## src/rtl/weight_buf_pkg.sv

```systemverilog
// Shared types and geometry for the 16-bank weight buffer.
// Used by both the read-side fetch controller and the write-side loader.
package weight_buf_pkg;

  localparam int SRAM_DEPTH = 50;
  localparam int BAND_WIDTH = 16;
  localparam int DATA_WIDTH = 8;
  localparam int AW         = $clog2(SRAM_DEPTH);
  localparam int CW         = AW + 2;

  typedef enum logic [1:0] {
    IDLE,
    RUN,
    DRAIN
  } wfetch_state_t;

  function automatic logic [AW-1:0] wrap_addr(
    input logic [AW-1:0] base,
    input logic [AW:0]   k
  );
    logic [AW:0] s;
    logic [AW:0] d;
    d = (AW+1)'(SRAM_DEPTH);
    s = {1'b0, base} + k;
    if (s >= d) s = s - d;
    return s[AW-1:0];
  endfunction

endpackage

```

## src/rtl/wfetch_lane.sv

```systemverilog
// One lane of the weight fetch: skewed read issue, valid pipe and
// capture register for that bank's read data.
module wfetch_lane
  import weight_buf_pkg::*;
#(
  parameter int LANE = 0
) (
  input  logic                  clk,
  input  logic                  rst,
  input  logic                  run,
  input  logic [CW-1:0]         cnt,
  input  logic [AW-1:0]         base,
  input  logic [AW:0]           len,
  input  logic [DATA_WIDTH-1:0] dob,
  output logic                  enb,
  output logic [AW-1:0]         addrb,
  output logic                  w_valid,
  output logic [DATA_WIDTH-1:0] w_data
);

  logic [CW-1:0] k;
  logic          hit;
  logic          v1;

  assign k   = cnt - CW'(LANE);
  assign hit = run
             && (cnt >= CW'(LANE))
             && (k < CW'(len));

  always_ff @(posedge clk) begin
    if (rst) begin
      enb     <= 1'b0;
      addrb   <= '0;
      v1      <= 1'b0;
      w_valid <= 1'b0;
      w_data  <= '0;
    end else begin
      enb     <= hit;
      if (hit) addrb <= wrap_addr(base, k[AW:0]);
      v1      <= enb;
      w_valid <= v1;
      if (v1) w_data <= dob;
    end
  end

endmodule

```

## src/rtl/weight_fetch_ctrl.sv

```systemverilog
// Read-side sequencer for the 16-bank weight buffer: streams len words per
// bank with a one-cycle-per-lane diagonal skew for the systolic array.
module weight_fetch_ctrl
  import weight_buf_pkg::*;
(
  input  logic                  clk,
  input  logic                  rst,
  input  logic                  start,
  input  logic [AW-1:0]         base_addr,
  input  logic [AW:0]           len,
  output logic                  busy,
  output logic                  done,
  output logic                  err,
  output logic [BAND_WIDTH-1:0] enb,
  output logic [AW-1:0]         addrb  [BAND_WIDTH-1:0],
  input  logic [DATA_WIDTH-1:0] dob    [BAND_WIDTH-1:0],
  output logic [DATA_WIDTH-1:0] w_data [BAND_WIDTH-1:0],
  output logic [BAND_WIDTH-1:0] w_valid
);

  wfetch_state_t state;

  logic [CW-1:0] cnt;
  logic [CW-1:0] last;
  logic [CW-1:0] iss_cnt;
  logic [AW-1:0] base_q;
  logic [AW-1:0] iss_base;
  logic [AW:0]   len_q;
  logic [AW:0]   len_c;
  logic [AW:0]   iss_len;
  logic          drain_q;
  logic          bad;
  logic          idle;
  logic          iss_run;

  assign idle  = (state == IDLE);
  assign bad   = base_addr >= AW'(SRAM_DEPTH);
  assign len_c = (len > (AW+1)'(SRAM_DEPTH))
               ? (AW+1)'(SRAM_DEPTH) : len;
  assign last  = CW'(len_q) + CW'(BAND_WIDTH - 2);

  // Lanes register the step the counter is about to take, so enb
  // lines up with cnt in the same cycle.
  assign iss_run  = idle ? (start && !bad)
                         : ((state == RUN) && (cnt != last));
  assign iss_cnt  = idle ? '0 : cnt + CW'(1);
  assign iss_base = idle ? base_addr : base_q;
  assign iss_len  = idle ? len_c : len_q;

  always_ff @(posedge clk) begin
    if (rst) begin
      state   <= IDLE;
      cnt     <= '0;
      base_q  <= '0;
      len_q   <= '0;
      drain_q <= 1'b0;
      busy    <= 1'b0;
      done    <= 1'b0;
      err     <= 1'b0;
    end else begin
      done <= 1'b0;
      err  <= 1'b0;
      unique case (state)
        IDLE: begin
          if (start) begin
            if (bad) begin
              err <= 1'b1;
            end else begin
              base_q <= base_addr;
              len_q  <= len_c;
              cnt    <= '0;
              busy   <= 1'b1;
              if (len_c == '0) begin
                state   <= DRAIN;
                drain_q <= 1'b1;
                done    <= 1'b1;
              end else begin
                state <= RUN;
              end
            end
          end
        end
        RUN: begin
          cnt <= cnt + CW'(1);
          if (cnt == last) begin
            state   <= DRAIN;
            drain_q <= 1'b0;
          end
        end
        DRAIN: begin
          if (drain_q) begin
            state <= IDLE;
            busy  <= 1'b0;
          end else begin
            drain_q <= 1'b1;
            done    <= 1'b1;
          end
        end
        default: state <= IDLE;
      endcase
    end
  end

  for (genvar i = 0; i < BAND_WIDTH; i++) begin : g_lane
    wfetch_lane #(
      .LANE(i)
    ) u_lane (
      .clk     (clk),
      .rst     (rst),
      .run     (iss_run),
      .cnt     (iss_cnt),
      .base    (iss_base),
      .len     (iss_len),
      .dob     (dob[i]),
      .enb     (enb[i]),
      .addrb   (addrb[i]),
      .w_valid (w_valid[i]),
      .w_data  (w_data[i])
    );
  end

endmodule

```

## config.mk

```make
export PLATFORM = sky130hd
export DESIGN_NAME = weight_fetch_ctrl
export DESIGN_NICKNAME = d
export VERILOG_FILES = /design/src/rtl/weight_buf_pkg.sv /design/src/rtl/wfetch_lane.sv /design/src/rtl/weight_fetch_ctrl.sv
export SDC_FILE = /design/constraint.sdc
export NUM_CORES = 1
export LEC_CHECK = 0
export ABC_AREA = 1
export CAP_MARGIN = 20
export CORE_ASPECT_RATIO = 0.6
export CORE_MARGIN = 2
export CORE_UTILIZATION = 49
export CTS_BUF_LIST = sky130_fd_sc_hd__clkbuf_8
export CTS_CLUSTER_DIAMETER = 30
export CTS_CLUSTER_SIZE = 20
export DETAILED_ROUTE_END_ITERATION = 8
export PLACE_DENSITY = 0.77
export SLEW_MARGIN = 40
export SYNTH_ARGS = -nofsm -noshare
export SYNTH_HDL_FRONTEND = slang
export SYNTH_SLANG_ARGS = --single-unit
```

## constraint.sdc

```tcl
create_clock -name clk -period 4.2 [get_ports clk]
set_input_delay 0.42 -clock clk [delete_from_list [all_inputs] [get_ports clk]]
set_output_delay 0.42 -clock clk [all_outputs]
set_load 0.005 [all_outputs]
```

==> out/results.env, run 1 <==
STATUS='completed'
ROUTE.DETAILED.DRC=0
CTS_BUFFER_DEPTH=3
WORSTREG2REGEND='g_lane[7].u_lane.addrb[3]'
TIMING.CRITICAL_PATH.REQUIRED_PS=4690
PERIOD_MINUS_SLACK_PS=3980
VIA_COUNT=20700
NUM_ANTENNA_CELLS=0
TOT_GR_TRACK_USE=0.307
HOLD_PATH_STARTPOINT='rst'
FINALWIRELENGTH_MICRONS=66200
CPPEAKSTAGEDELAY_PS=520
DRV_SLEW=0
PWR_DENSITY_CELL_mW_PER_MM2=358
SYNTHESIS.YOSYS.WARNINGS=0
YOSYS_MOST_USED_DFF='sky130_fd_sc_hd__dfxtp_1'
AREA_GROWTH_PCT=30.1
CLKTRANSATPATHREGS_PS=80
INITIALDRTVIOLATIONCOUNT=1820
SYNTH_COMMON_CELLS='sky130_fd_sc_hd__nand2_1 (643), sky130_fd_sc_hd__nor2_1 (510), sky130_fd_sc_hd__inv_1 (340), sky130_fd_sc_hd__dfxtp_1 (299), sky130_fd_sc_hd__o21ai_0 (244)'
TIMING.FINAL.SETUP_VIOLATIONS=0
FP.DIEH_MICRONS=159
HOLD_END='g_lane[6].u_lane.enb'
FIN_HOLD_WS_PS=242
CTS_INSERTED_BUFFERS=46
NETLIST_INSTANCES=2931
HIGHEST_CLOCK_RATE_GHz=0.251
FILLER_CELLS_INSERTED=3473
R2R_SETUP_SLACK_PS=220
MAXCAPVIOLATIONS=0
ANTENNA_LEFT=0
LEAKAGE_nW=12.1
PLACEMENTROWS=56
NETLIST_AREA_SQ_MM=0.0195
CRITICAL-PATH-TOP-CELL-BY-COUNT='sky130_fd_sc_hd__inv_1'
FIRSTDRTPASSITERS=6
SYNTH_TOP_CELL_BY_AREA='sky130_fd_sc_hd__dfxtp_1'
DIE_AREA_SQ_MM=0.0415
CRITPATHBUFINV=5
CTS_TREE='built'
FINAL_HOLD_VIOL_COUNT=0
POST-SYNTH-TOP-AREA-FRACTION=0.307
PLACE.PORT_BUFFERS=402
YS_SEQ_ELEMENTS=299
CTS_ROOT_BUF='sky130_fd_sc_hd__clkbuf_8'
TIMING.RR.START='state[0]'
FINALWEIGHTEDCONGESTION=1.03
NNETSFINAL=3678
H-TREE-DEPTH=2
CRITPATHMAXFANOUT=17
DETAILEDPLACE.WORSTSLACK_PS=-8.84
SYNTH.NET_COUNT=3239
LARGEST_NET_DEGREE_AT_THE_START_OF_GLOBAL_ROUTING=110
R2R_CELLS=20
GRT_PASS1_VIAS=19400
MAX_SLEW_MARGIN=0.464
PROPORTION_OF_LAYOUT_CELLS_WITH_A_DRIVE_SUFFIX_ABOVE_1=0.0804
INSERTION_DELAY_PS=610
TIMING.CRITICAL_PATH.DEPTH=20
CRITICAL-PATH-TOP-DELAY-FAMILY='simple AND/OR/NAND/NOR gates'
TIMING.HOLD.WORST.CLASS='in -> reg'
PLACED_CELL_AREA_SQ_MM=0.0243
YOSYSMOSTFREQUENTCELL='sky130_fd_sc_hd__nand2_1'
DETAILEDPLACEMENTHPWL_MICRONS=51100
WL_PER_CELL_MICRONS=16.8
FLOORPLAN.INITIALDENSITY=0.498
GLOBAL_ROUTE.OVERFLOW_TOTAL=0
DESIGN.CORE.AREA_SQ_MM=0.0392
TIMING_WORST_SETUP_PATH_TYPE='reg -> reg'
FINALINSTANCEAREA_SQ_MM=0.0254
NUMBER_OF_FLOPS_MAPPED_TO_ENABLE_CELLS_BY_YOSYS=0
END_KIND='flop'
SYNTH_SEQ_AREA_SHARE=0.307
CRIT_PATH_TOP_DELAY_CELL='sky130_fd_sc_hd__fa_1'
SYNTH_CELL_TYPE_COUNT=49
ANTENNA_FOUND_INITIAL=0
PEAK_SUPPLY_DROP_uV=258
FINALCRITPERIODSHARE=0.947
MULTI_INPUT_COMB_AREA_SQ_MM=0.0116
CRITPATHARRIVALTIME_PS=4470
WIRE_LENGTH_OF_THE_FIRST_GLOBAL_ROUTING_PASS_MICRONS=102000
SYNTH.AREA.TOP_CELLS='sky130_fd_sc_hd__dfxtp_1 (31%), sky130_fd_sc_hd__nand2_1 (12%), sky130_fd_sc_hd__ha_1 (10%)'
FLOORPLAN.IO_PINS=403
DIE_X_MICRONS=262
TIMING.FINAL.WS_SETUP_PS=222
POST_SYNTH.CELL_AREA_AVG_SQ_UM=6.65
CP_CELL_SEQUENCE='inv_1 -> nand2_8 -> nand2_2 -> buf_4 -> ha_1 -> inv_1 -> fa_1 -> inv_1 -> a21oi_1 -> o21ai_2 -> xor2_2 -> inv_1 -> o21ai_1 -> o21ai_0 -> nand2_1 -> nand3_1 -> nand2_1 -> nand2_1 -> nor2_1 -> nor2_1'
HOLDPATHSTAGES=2
FRACTION_OF_SYNTHESIS_FLOPS_USING_AN_ASYNCHRONOUS_SET_OR_RESET_PIN=0
SETUP.WORST_PATH.START_CLASS='flop'
CTS_NUM_SINKS=299
CLOCK-SKEW-FINAL_PS=27.4
CTS.REPAIR_TIMING.SETUP_BUFFER_COUNT=0
AREA.SEQUENTIAL_SQ_MM=0.00599
ROUTED_VIA_DENSITY=5.26
TIGHTESTPINTRANSITION_PS=802
FINAL.SETUP.TNS_PS=0
-- where the power goes --
| group | leakage [nW] | total, mW | switching, mW | internal (mW) |
|---|---|---|---|---|
| registers | 2.41 | 2.90 | 0.0286 | 2.87 |
| logic | 9.20 | 3.56 | 2.22 | 1.34 |
| clock network | 0.531 | 2.63 | 1.34 | 1.30 |
| total | 12.1 | 9.10 | 3.59 | 5.51 |
-- cell type report --
class,instances,area share
Sequential cell,299,0.236
Clock inverter,31,0.0110
Multi-Input combinational cell,2158,0.458
Timing Repair Buffer,486,0.184
Clock buffer,53,0.0287
Inverter,379,0.0564
Tap cell,522,0.0257
-- worst max path at each step --
stage / slack [ps] / end / from
3_5_place_dp: -9 / g_lane[7].u_lane.addrb[3] / base_addr[0]
3_3_place_gp: 210 / g_lane[7].u_lane.addrb[4] / base_addr[0]
2_1_floorplan: 270 / g_lane[6].u_lane.addrb[3] / state[1]
5_1_grt: -2 / g_lane[7].u_lane.addrb[2] / state[0]
4_1_cts: 30 / g_lane[7].u_lane.addrb[3] / state[1]
6_report: 220 / g_lane[7].u_lane.addrb[3] / state[0]
-- layout by cell type (no fill, tap or decap), types with 34 or more instances in the layout --
cell type	n
sky130_fd_sc_hd__a21oi_1	129
sky130_fd_sc_hd__buf_4	83
sky130_fd_sc_hd__clkbuf_8	53
sky130_fd_sc_hd__clkdlybuf4s50_1	401
sky130_fd_sc_hd__dfxtp_1	297
sky130_fd_sc_hd__ha_1	159
sky130_fd_sc_hd__inv_1	343
sky130_fd_sc_hd__nand2_1	642
sky130_fd_sc_hd__nand3_1	158
sky130_fd_sc_hd__nand4_1	34
sky130_fd_sc_hd__nor2_1	508
sky130_fd_sc_hd__o21ai_0	234
sky130_fd_sc_hd__xor2_1	84
-- kinds of logic after synthesis --
kind of cell / share of synthesized area
and+or+nand+nor: 0.313
buffers and inverters: 0.102
AOI/OAI and AO/OA: 0.118
DFF: 0.307
adders and majority gates: 0.107
xor gates and xnor gates: 0.0532
-- metrics by stage --
step	std cells	total power [mW]	util
floorplan	2931	5.37	-
global placement	3844	6.30	0.620
detailed placement	3844	6.41	0.620
CTS	3928	9.05	0.646
global route	3928	9.73	0.648
finish	3928	9.10	0.648
-- routing by layer --
metal  up-vias  track usage  share of wire
met2       796        0.495           0.44
li1      10200            -              -
met3        97       0.0713          0.092
met1      9575        0.419           0.45
met5         -            0              0
met4         0       0.0674          0.018
-- sequential cells by signal, summed over array words and instances (netlist names), 2 cells and up --
register	cells
g_lane.u_lane.addrb	96
g_lane.u_lane.w_data	128
base_q	6
g_lane.u_lane.w_valid	16
g_lane.u_lane.v1	16
len_q	7
cnt	8
state	2
g_lane.u_lane.enb	16
-- repair_timing --
| item | CTS | global route |
|---|---|---|
| setup endpoints to repair | 0 | 41 |
| gates resized for setup | 0 | 23 |
| hold buffers | 0 | 0 |
No activity file was read; power rests on OpenSTA's default activity.
==> run 2, diff against run 1 <==
- RECOVER_POWER: not set -> 25
==> run 2 against run 1 <==
The flow now finishes with violations (capacitance limit, slew limit). Clock power about the same. Wire length decreased by 0.11%. Final cell count unchanged. Worst setup slack got worse by 16 ps. First-iteration DRC count decreased by 2.1%. Clock skew increased by 2.5 ps. Sequential power about the same. Non-clock buffer count unchanged.
==> out/results.env, run 2 (synthesized netlist as in run 1, its figures left out) <==
NNETSFINAL=3678
ANTENNA_FOUND_INITIAL=0
PLACED_CELL_AREA_SQ_MM=0.0243
TIGHTESTPINTRANSITION_PS=1870
FILLER_CELLS_INSERTED=3473
DRV_SLEW=31
CTS_ROOT_BUF='sky130_fd_sc_hd__clkbuf_8'
CRITPATHMAXFANOUT=17
CTS_NUM_SINKS=299
CRITPATHARRIVALTIME_PS=4480
TIMING.RR.START='state[0]'
END_KIND='flop'
WL_PER_CELL_MICRONS=16.8
LEAKAGE_nW=12.1
CLKTRANSATPATHREGS_PS=90
MAXCAPVIOLATIONS=1
TIMING.HOLD.WORST.CLASS='in -> reg'
LARGEST_NET_DEGREE_AT_THE_START_OF_GLOBAL_ROUTING=110
GRT_PASS1_VIAS=19400
TIMING.CRITICAL_PATH.REQUIRED_PS=4690
INSERTION_DELAY_PS=610
AREA_GROWTH_PCT=30.1
HOLDPATHSTAGES=3
CRITICAL-PATH-TOP-CELL-BY-COUNT='sky130_fd_sc_hd__inv_1'
TOP_REGS='g_lane.u_lane.w_data: 128 flops, g_lane.u_lane.addrb: 96 flops'
PLACEMENTROWS=56
VIA_COUNT=20700
H-TREE-DEPTH=2
ROUTED_VIA_DENSITY=5.26
FP.DIEH_MICRONS=159
MOSTFREQUENTLAYOUTCELLS='sky130_fd_sc_hd__nand2_1 (642), sky130_fd_sc_hd__nor2_1 (508), sky130_fd_sc_hd__clkdlybuf4s50_1 (401), sky130_fd_sc_hd__inv_1 (343), sky130_fd_sc_hd__dfxtp_1 (297)'
WIRE_LENGTH_OF_THE_FIRST_GLOBAL_ROUTING_PASS_MICRONS=102000
CTS_TREE='built'
FINAL.SETUP.TNS_PS=0
PERIOD_MINUS_SLACK_PS=3990
R2R_CELLS=20
CP_CELL_SEQUENCE='inv_1 -> nand2_8 -> nand2_2 -> buf_4 -> ha_1 -> inv_1 -> fa_1 -> inv_1 -> a21oi_1 -> o21ai_2 -> xor2_2 -> inv_1 -> o21ai_1 -> o21ai_0 -> nand2_1 -> nand3_1 -> nand2_1 -> nand2_1 -> nor2_1 -> nor2_1'
CRIT_PATH_TOP_DELAY_CELL='sky130_fd_sc_hd__fa_1'
FINAL_HOLD_VIOL_COUNT=0
LAYOUT.CELLS.MOST_COMMON='sky130_fd_sc_hd__nand2_1'
INITIALDRTVIOLATIONCOUNT=1782
HOLD_PATH_STARTPOINT='dob[30]'
GLOBAL_ROUTE.OVERFLOW_TOTAL=0
MAX_SLEW_MARGIN=-0.250
CTS_BUFFER_DEPTH=3
LARGEST_REGISTER_FFS=128
CTSHOLDBUFFERS=0
FLOORPLAN.INITIALDENSITY=0.498
PROPORTION_OF_LAYOUT_CELLS_WITH_A_DRIVE_SUFFIX_ABOVE_1=0.0802
SETUP.WORST_PATH.START_CLASS='flop'
FINALINSTANCEAREA_SQ_MM=0.0254
FINALWEIGHTEDCONGESTION=1.03
WORSTREG2REGEND='g_lane[7].u_lane.addrb[3]'
STATUS='finished, violations left'
CPPEAKSTAGEDELAY_PS=520
CTS_INSERTED_BUFFERS=46
ROUTE.DETAILED.DRC=0
DIE_AREA_SQ_MM=0.0415
HIGHEST_CLOCK_RATE_GHz=0.250
FINALCRITPERIODSHARE=0.951
R2R_SETUP_SLACK_PS=210
PEAK_SUPPLY_DROP_uV=257
ANTENNA_LEFT=0
FIRSTDRTPASSITERS=6
REGMOSTFLOPS='g_lane.u_lane.w_data'
DIE_X_MICRONS=262
VIOLATIONS='capacitance limit, slew limit'
DETAILEDPLACEMENTHPWL_MICRONS=51100
DESIGN.CORE.AREA_SQ_MM=0.0392
PWR_DENSITY_CELL_mW_PER_MM2=358
CLOCK-SKEW-FINAL_PS=29.9
TOT_GR_TRACK_USE=0.307
FLOORPLAN.IO_PINS=403
TIMING_WORST_SETUP_PATH_TYPE='reg -> reg'
HOLD_END='g_lane[3].u_lane.w_data[6]'
TIMING.FINAL.SETUP_VIOLATIONS=0
NUM_ANTENNA_CELLS=0
PLACE.PORT_BUFFERS=402
FINALWIRELENGTH_MICRONS=66100
==> run 2: cell types whose count changed in the layout (fill, tap and decap cells not counted), sizes merged <==
cell / delta
clkbuf: +3
buf: -3
==> run 2: worst max-delay path by stage <==
stage / startpoint / endpoint / slack (ps)
2_1_floorplan: state[1] / g_lane[6].u_lane.addrb[3] / 270
3_3_place_gp: base_addr[0] / g_lane[7].u_lane.addrb[4] / 210
3_5_place_dp: base_addr[0] / g_lane[7].u_lane.addrb[3] / -9
4_1_cts: state[1] / g_lane[7].u_lane.addrb[3] / 30
5_1_grt: state[0] / g_lane[7].u_lane.addrb[2] / -4
6_report: state[0] / g_lane[7].u_lane.addrb[3] / 210
==> run 2: per-layer routing <==
layer  global-route usage  share of wire  vias to the layer above
met5                    0              0                        -
met4               0.0674          0.021                        0
met3               0.0713          0.095                      117
met2                0.495           0.44                      836
met1                0.419           0.45                     9511
li1                     -              -                    10200
==> run 2: through the flow <==
| step | total power, mW | util | setup WS (ps) | hold WS, ps | instances |
|---|---|---|---|---|---|
| after CTS | 9.05 | 0.646 | 31.1 | 211 | 3928 |
| after detailed placement | 6.41 | 0.620 | -8.84 | 416 | 3844 |
| final | 9.09 | 0.648 | 206 | 393 | 3928 |
| after global placement | 6.30 | 0.620 | 209 | 411 | 3844 |
| after floorplan | 5.37 | - | 272 | 403 | 2931 |
| after global routing | 9.73 | 0.648 | -3.78 | 362 | 3928 |
==> run 2: layout make-up <==
class,instances,area (sq um),share of cell area
Multi-Input combinational cell,2158,11600,0.458
Sequential cell,299,5990,0.236
Timing Repair Buffer,486,4670,0.184
Inverter,379,1430,0.0565
Tap cell,522,653,0.0257
Clock buffer,53,729,0.0288
Clock inverter,31,280,0.0110
==> run 2: report_power, final <==
group | switching, mW | total [mW] | internal (mW)
Clock | 1.34 | 2.64 | 1.30
Sequential | 0.0288 | 2.90 | 2.87
Combinational | 2.22 | 3.56 | 1.34
==> run 2: repair_timing <==
item,in CTS,in global routing
gates resized for setup,0,23
endpoints found under the setup margin,0,41
buffers inserted,0,0
hold endpoints to repair,0,0
==> run 2: critical path: cells and delay by family, from the launching register on <==
kind	cells	cell delay [ps]
and+or+nand+nor	8	940
DFF	1	330
AOI/OAI and AO/OA	4	630
adders and majority gates	2	870
buffers and inverters	5	850
xor gates and xnor gates	1	250
==> run 3, diff against run 2 <==
- HOLD_SLACK_MARGIN: not set -> 0.06
- TNS_END_PERCENT: not set -> 10
==> results of run 3 <==
No change in the layout: final DEF, timing and power equal those of run 2.
